===== src/rtl/axi_burst_pkg.sv =====
// Shared encodings for axi_burst_master: FSM states, AXI burst types, AXI response codes.
package axi_burst_pkg;

  typedef enum logic [2:0] {
    ST_IDLE = 3'd0,
    ST_AW   = 3'd1,
    ST_W    = 3'd2,
    ST_B    = 3'd3,
    ST_AR   = 3'd4,
    ST_R    = 3'd5,
    ST_DONE = 3'd6
  } state_e;

  localparam logic [1:0] BURST_FIXED = 2'b00;
  localparam logic [1:0] BURST_INCR  = 2'b01;
  localparam logic [1:0] BURST_WRAP  = 2'b10;

  localparam logic [1:0] RESP_OKAY   = 2'b00;
  localparam logic [1:0] RESP_EXOKAY = 2'b01;
  localparam logic [1:0] RESP_SLVERR = 2'b10;
  localparam logic [1:0] RESP_DECERR = 2'b11;

  // Worst-of merge: numerically larger response code wins.
  function automatic logic [1:0] resp_max(input logic [1:0] a, input logic [1:0] b);
    return (a > b) ? a : b;
  endfunction

endpackage


===== src/rtl/axi_burst_master.sv =====
// axi_burst_master: command-driven AXI4 master, one INCR burst per command,
// one transaction outstanding. W and R payloads pass through to valid/ready streams.
// Optional watchdog enabled by defining AXI_BURST_MASTER_TIMEOUT_EN.
module axi_burst_master
  import axi_burst_pkg::*;
#(
  parameter int                       AXI_ID_WIDTH   = 1,
  parameter int                       AXI_DATA_WIDTH = 32,
  parameter int                       AXI_ADDR_WIDTH = 32,
  parameter int                       ADDR_LSB       = $clog2(AXI_DATA_WIDTH/8),
  parameter logic [AXI_ID_WIDTH-1:0]  MASTER_ID      = '0,
  parameter int                       TIMEOUT_CYCLES = 1024
) (
  input  logic                        clk,
  input  logic                        rst,
  // command
  input  logic                        cmd_valid,
  output logic                        cmd_ready,
  input  logic                        cmd_write,
  input  logic [AXI_ADDR_WIDTH-1:0]   cmd_addr,
  input  logic [7:0]                  cmd_len,
  // write payload stream
  input  logic [AXI_DATA_WIDTH-1:0]   wr_data,
  input  logic                        wr_valid,
  output logic                        wr_ready,
  // read payload stream
  output logic [AXI_DATA_WIDTH-1:0]   rd_data,
  output logic                        rd_valid,
  input  logic                        rd_ready,
  // completion
  output logic                        done,
  output logic [1:0]                  done_resp,
  // AW
  output logic [AXI_ID_WIDTH-1:0]     awid,
  output logic [AXI_ADDR_WIDTH-1:0]   awaddr,
  output logic [7:0]                  awlen,
  output logic [2:0]                  awsize,
  output logic [1:0]                  awburst,
  output logic                        awvalid,
  input  logic                        awready,
  // W
  output logic [AXI_DATA_WIDTH-1:0]   wdata,
  output logic [AXI_DATA_WIDTH/8-1:0] wstrb,
  output logic                        wlast,
  output logic                        wvalid,
  input  logic                        wready,
  // B
  input  logic [1:0]                  bresp,
  input  logic                        bvalid,
  output logic                        bready,
  // AR
  output logic [AXI_ID_WIDTH-1:0]     arid,
  output logic [AXI_ADDR_WIDTH-1:0]   araddr,
  output logic [7:0]                  arlen,
  output logic [2:0]                  arsize,
  output logic [1:0]                  arburst,
  output logic                        arvalid,
  input  logic                        arready,
  // R
  input  logic [AXI_DATA_WIDTH-1:0]   rdata,
  input  logic [1:0]                  rresp,
  input  logic                        rlast,
  input  logic                        rvalid,
  output logic                        rready
);

  localparam logic [2:0] SIZE = 3'(ADDR_LSB);
  localparam logic [AXI_ADDR_WIDTH-1:0] LSB_MASK =
    AXI_ADDR_WIDTH'((64'd1 << ADDR_LSB) - 64'd1);

  state_e                      state, state_d;
  logic [AXI_ADDR_WIDTH-1:0]   addr_q;
  logic [7:0]                  len_q;
  logic [7:0]                  cnt_q, cnt_d;
  logic [1:0]                  resp_q, resp_d;
  logic                        timeout;

  // Fixed AXI fields and state-decoded channel controls.
  assign cmd_ready = (state == ST_IDLE);

  assign awid    = MASTER_ID;
  assign awaddr  = addr_q;
  assign awlen   = len_q;
  assign awsize  = SIZE;
  assign awburst = BURST_INCR;
  assign awvalid = (state == ST_AW);

  assign wdata    = wr_data;
  assign wstrb    = '1;
  assign wvalid   = (state == ST_W) & wr_valid;
  assign wr_ready = (state == ST_W) & wready;
  assign wlast    = (state == ST_W) & (cnt_q == len_q);

  assign bready = (state == ST_B);

  assign arid    = MASTER_ID;
  assign araddr  = addr_q;
  assign arlen   = len_q;
  assign arsize  = SIZE;
  assign arburst = BURST_INCR;
  assign arvalid = (state == ST_AR);

  assign rd_data  = rdata;
  assign rd_valid = (state == ST_R) & rvalid;
  assign rready   = (state == ST_R) & rd_ready;

  assign done      = (state == ST_DONE);
  assign done_resp = resp_q;

`ifdef AXI_BURST_MASTER_TIMEOUT_EN
  logic [15:0] wd_q;
  logic        any_hs;
  logic        active;

  assign any_hs = (awvalid & awready) | (wvalid & wready) | (bvalid & bready) |
                  (arvalid & arready) | (rvalid & rready);
  assign active = (state == ST_AW) | (state == ST_W) | (state == ST_B) |
                  (state == ST_AR) | (state == ST_R);
  // Trip on the last cycle of the window so DONE follows exactly TIMEOUT_CYCLES stalled cycles.
  assign timeout = active & ~any_hs & (wd_q == 16'(TIMEOUT_CYCLES - 1));

  // Watchdog: counts stalled cycles in a bus state, cleared by any handshake.
  always_ff @(posedge clk) begin
    if (rst || !active || any_hs) wd_q <= '0;
    else                          wd_q <= wd_q + 16'd1;
  end
`else
  logic unused_tmo;
  assign unused_tmo = ^32'(TIMEOUT_CYCLES);
  assign timeout    = 1'b0;
`endif

  // Next-state, beat counter and response merge.
  always_comb begin
    state_d = state;
    cnt_d   = cnt_q;
    resp_d  = resp_q;
    case (state)
      ST_IDLE: if (cmd_valid) begin
        state_d = cmd_write ? ST_AW : ST_AR;
        cnt_d   = '0;
        resp_d  = RESP_OKAY;
      end
      ST_AW: if (awready) state_d = ST_W;
      ST_W: if (wr_valid && wready) begin
        if (cnt_q == len_q) state_d = ST_B;
        else                cnt_d   = cnt_q + 8'd1;
      end
      ST_B: if (bvalid) begin
        resp_d  = bresp;
        state_d = ST_DONE;
      end
      ST_AR: if (arready) state_d = ST_R;
      ST_R: if (rvalid && rd_ready) begin
        resp_d = resp_max(resp_q, rresp);
        if (rlast) begin
          state_d = ST_DONE;
        end else if (cnt_q == len_q) begin
          // slave overran the requested length without flagging rlast
          state_d = ST_DONE;
          resp_d  = RESP_SLVERR;
        end else begin
          cnt_d = cnt_q + 8'd1;
        end
      end
      ST_DONE: state_d = ST_IDLE;
      default: state_d = ST_IDLE;
    endcase
    if (timeout) begin
      state_d = ST_DONE;
      resp_d  = RESP_DECERR;
    end
  end

  // State and datapath registers; command latched on the accept handshake.
  always_ff @(posedge clk) begin
    if (rst) begin
      state  <= ST_IDLE;
      cnt_q  <= '0;
      resp_q <= '0;
      addr_q <= '0;
      len_q  <= '0;
    end else begin
      state  <= state_d;
      cnt_q  <= cnt_d;
      resp_q <= resp_d;
      if (cmd_valid && cmd_ready) begin
        addr_q <= cmd_addr & ~LSB_MASK;
        len_q  <= cmd_len;
      end
    end
  end

endmodule


===== config.mk =====
export PLATFORM = sky130hd
export DESIGN_NAME = axi_burst_master
export DESIGN_NICKNAME = d
export VERILOG_FILES = /design/src/rtl/axi_burst_pkg.sv /design/src/rtl/axi_burst_master.sv
export SDC_FILE = /design/constraint.sdc
export NUM_CORES = 1
export LEC_CHECK = 0
export CORE_MARGIN = 10
export CORE_UTILIZATION = 29
export DETAILED_ROUTE_END_ITERATION = 12
export PLACE_DENSITY = 0.82
export SKIP_LAST_GASP = 1
export SLEW_MARGIN = 20
export SYNTH_ARGS = -nofsm -noshare
export SYNTH_HDL_FRONTEND = slang
export SYNTH_SLANG_ARGS = --single-unit

===== constraint.sdc =====
create_clock -name clk -period 1.45 [get_ports clk]
set_input_delay 0.29 -clock clk [delete_from_list [all_inputs] [get_ports clk]]
set_output_delay 0.29 -clock clk [all_outputs]
set_load 0.01 [all_outputs]

==> impl_metrics.py <==
metrics = {
    "final_layout": {
        "diodes": 0,
        "drive_above_1_share_pct": 40.81,
        "final_area_sq_um": 5538,
        "nFillCells": 1042,
        "area_growth_syn_to_layout_pct": 64.60,
        "fin_util_pct": 48.71,
        "layout.nets": 667,
        "instances_no_fill": 687,
    },
    "clocking": {
        "tritoncts": "built",
        "hold_buffers": 0,
        "cts_max_path_buffers": 2,
        "htree_levels": 2,
        "root_buffer": "clkbuf_16",
        "clock_latency_ns": 0.29,
        "numClockSinks": 51,
        "cts_made_buffers": 5,
        "clk_pin_slew_ns": 0.07,
    },
    "synthesis": {
        "synth_top_family_by_area": "buffers and inverters",
        "synth_fa_ha_area_share_pct": 1.488,
        "synthXorXnorAreaFrac_pct": 2.975,
        "synth-seq-cells": 51,
        "ys_types": 50,
        "synth-main-ff-cell": "dfxtp_1",
        "synth_edf_count": 0,
        "synthCells": 430,
        "ys_seq_area_share_pct": 30.35,
        "synth_top_area_share_pct": 30.35,
        "synthSimpleGateAreaFrac_pct": 20.01,
        "synth_top_area_cell": "dfxtp_1",
        "synth_area_leaders": "dfxtp_1 30%, buf_4 27%, nand2_1 8.8%",
        "synthArstFlopShare_pct": 0,
        "synth_compound_area_share_pct": 12.53,
        "muxShareOfSynthArea_pct": 2.120,
        "yosys_warnings": 0,
        "synthesis.area_sq_um": 3364,
        "synth.avg_cell_area_sq_um": 7.824,
    },
    "place": {
        "place_ws_ns": -0.5076,
        "hpwl_mm": 8.673,
        "dp.cells": 636,
        "placed_area_sq_um": 4464,
        "portBuffers": 141,
        "gp_congestion": 0.8204,
    },
    "timing": {
        "min_period_ns": 1.752,
        "slew_viol_final": 0,
        "fin_ws_ns": -0.3019,
        "fmax_ghz": 0.5708,
        "setup_viol": 61,
        "finalHoldViolCount": 0,
        "fin_crit_sh_pct": 120.8,
        "finalHoldWorstSlack_ns": 0.3259,
        "tns_ns": -11.09,
        "skew_ns": 0.005948,
        "rsz0062_at_grt": "true",
    },
    "setup_path": {
        "reg2reg_from": "arlen[5]$_SDFFE_PP0P_",
        "cp_max_fo": 5,
        "rr_endpoint": "state[0]$_SDFFE_PP0P_",
        "cp_data_arrival_time_ns": 1.46,
        "worst-r2r-setup-slack_ns": -0.28,
        "critical_path_required_ns": 1.16,
        "critPathLaunchType": "register",
        "endpoint_kind": "output port",
        "reg2reg_depth": 6,
        "cp-startpoint": "state[2]$_SDFFE_PP0P_",
        "worst-setup-path-type": "register to output port",
    },
    "die": {
        "fp.coreArea_sq_um": 11370,
        "fp.dieH_microns": 127.7,
        "dieArea_sq_um": 16310,
        "num_rows": 39,
        "die_w_microns": 127.7,
        "initial_core_util_pct": 29.59,
        "ios": 292,
    },
    "pwr": {
        "seqPwrFrac_pct": 29.9,
        "p_int_mw": 3.771,
        "netSwitchingFraction_pct": 32.60,
        "pwr-share-comb_pct": 46.1,
        "p_leak_nw": 2.560,
        "switching_power_mw": 1.824,
        "p_clk_share_pct": 24.0,
        "p_total_mw": 5.595,
        "power_density_nw_per_um2": 1010,
        "vdd_drop_max_mv": 0.5239,
    },
    "routing": {
        "firstDrtPassIters": 4,
        "vias": 3271,
        "remaining_drc_errors": 0,
        "ant_nets": 0,
        "avgViaCountPerCell": 4.761,
        "routed_wl_mm": 13.15,
        "wl_per_cell_microns": 19.14,
        "drt_iter0_markers": 141,
    },
    "status": {
        "violations": "negative setup slack",
        "status": "complete, but fails checks",
    },
    "min_path": {
        "min_to": "done_resp[1]$_SDFFE_PP0P_",
        "min-delay-start": "rst",
        "min_path_cells": 2,
        "min_path_type": "primary input to register",
    },
    "run": {
        "maxCapViolations": 0,
    },
    "global_route": {
        "grtUsageTotal_pct": 14.46,
        "grt_max_degree": 31,
        "antenna_found_initial": 0,
        "grt_pass1_wl_mm": 19.32,
        "grt_pass1_vias": 3520,
        "grt_overflow": 0,
    },
}
## how the worst max path moves through the flow
| stage | end | cells after the start |
|---|---|---|
| 2_1_floorplan | state[0]$_SDFFE_PP0P_ | 5 |
| 3_3_place_gp | wlast | 5 |
| 3_5_place_dp | done_resp[0]$_SDFFE_PP0P_ | 8 |
| 4_1_cts | state[0]$_SDFFE_PP0P_ | 6 |
| 5_1_grt | wr_ready | 5 |
| 6_report | wr_ready | 5 |
## synthesized netlist by cell type (2+ instances only)
library cell,count
o2111ai_1,2
a21oi_1,50
and3_2,2
and2_1,6
buf_4,123
buf_2,8
ha_1,4
or4_1,2
conb_1,2
nand2_1,79
nand2b_1,6
a32oi_1,2
clkbuf_1,10
nor3_1,3
dfxtp_1,51
nand4_1,2
xnor2_1,4
nor2_1,15
xnor2_2,4
nor3b_1,2
mux2i_1,6
o21ai_0,9
and3b_1,3
nand3_1,4
inv_1,5
o31ai_1,2
## cell families after synthesis
group	after synthesis
fa+ha+maj	4
flops	51
compound gates	75
other cells	2
simple gates	137
buf+inv	146
xor+xnor	8
mux	7
## power groups by stage
stage          Clock, mW  Sequential, mW  Combinational [mW]
5_1_grt             1.43            1.69                2.75
3_5_place_dp           0            1.68                1.75
2_1_floorplan          0            1.72                1.12
3_3_place_gp           0            1.68                1.72
4_1_cts             1.38            1.67                2.37
6_report            1.34            1.67                2.58
## cell usage in the layout (no fill, tap or decap), types with 3 or more instances in the layout
cell | Yosys | routed
dlygate4sd2_1 | 0 | 79
buf_4 | 123 | 53
clkdlybuf4s50_1 | 0 | 51
nand2_1 | 79 | 46
a21oi_1 | 50 | 34
dfxtp_1 | 51 | 32
conb_1 | 2 | 20
buf_6 | 0 | 20
nand2_2 | 0 | 19
a21oi_2 | 0 | 16
nand2_4 | 0 | 14
dfxtp_2 | 0 | 10
nor2_1 | 15 | 9
dfxtp_4 | 0 | 9
o21ai_0 | 9 | 8
buf_2 | 8 | 8
buf_12 | 0 | 8
xnor2_2 | 4 | 6
mux2i_1 | 6 | 6
clkbuf_16 | 0 | 6
inv_1 | 5 | 4
and2_1 | 6 | 4
nand2b_1 | 6 | 4
buf_8 | 0 | 4
nor2_2 | 0 | 3
nor2_4 | 0 | 3
nand3_2 | 0 | 3
buf_16 | 0 | 3
## flip-flops by register name (all words and copies together) (netlist names)
signal / cells
araddr: 30
arlen: 8
cnt_q: 8
done_resp: 2
state: 3
## final cells by class
cell class	instances	area (sq um)	share of cell area (%)
multi-input combinational	251	1852	33.44
sequential	51	1067	19.27
clock buffer	7	132.6	2.395
timing repair buffer	229	2258	40.78
tap	143	178.9	3.231
inverter	5	18.77	0.3389
clock inverter	1	30.03	0.5423
## layer usage
layer	share of wire (%)	GRT usage, %	up-vias
met1	35	14.82	1555
met5	0	0	-
met2	53	26.11	167
met4	3.4	5.828	0
li1	-	-	1510
met3	8.5	5.211	39
## repair_timing
item | 4_1_cts | 5_1_grt
setup buffers | 25 | 11
endpoints found under the setup margin | 138 | 61
gates cloned | 10 | 2
gates resized for setup | 229 | 44
pin swaps | 42 | 29
## critical path, stage by stage (launching register included)
cell and delay (ns):
dfxtp_4 0.36, buf_4 0.14, buf_6 0.11, nor3b_4 0.23, and2_1 0.19, buf_2 0.14
Note: power is estimated with default switching activity, not from simulation.
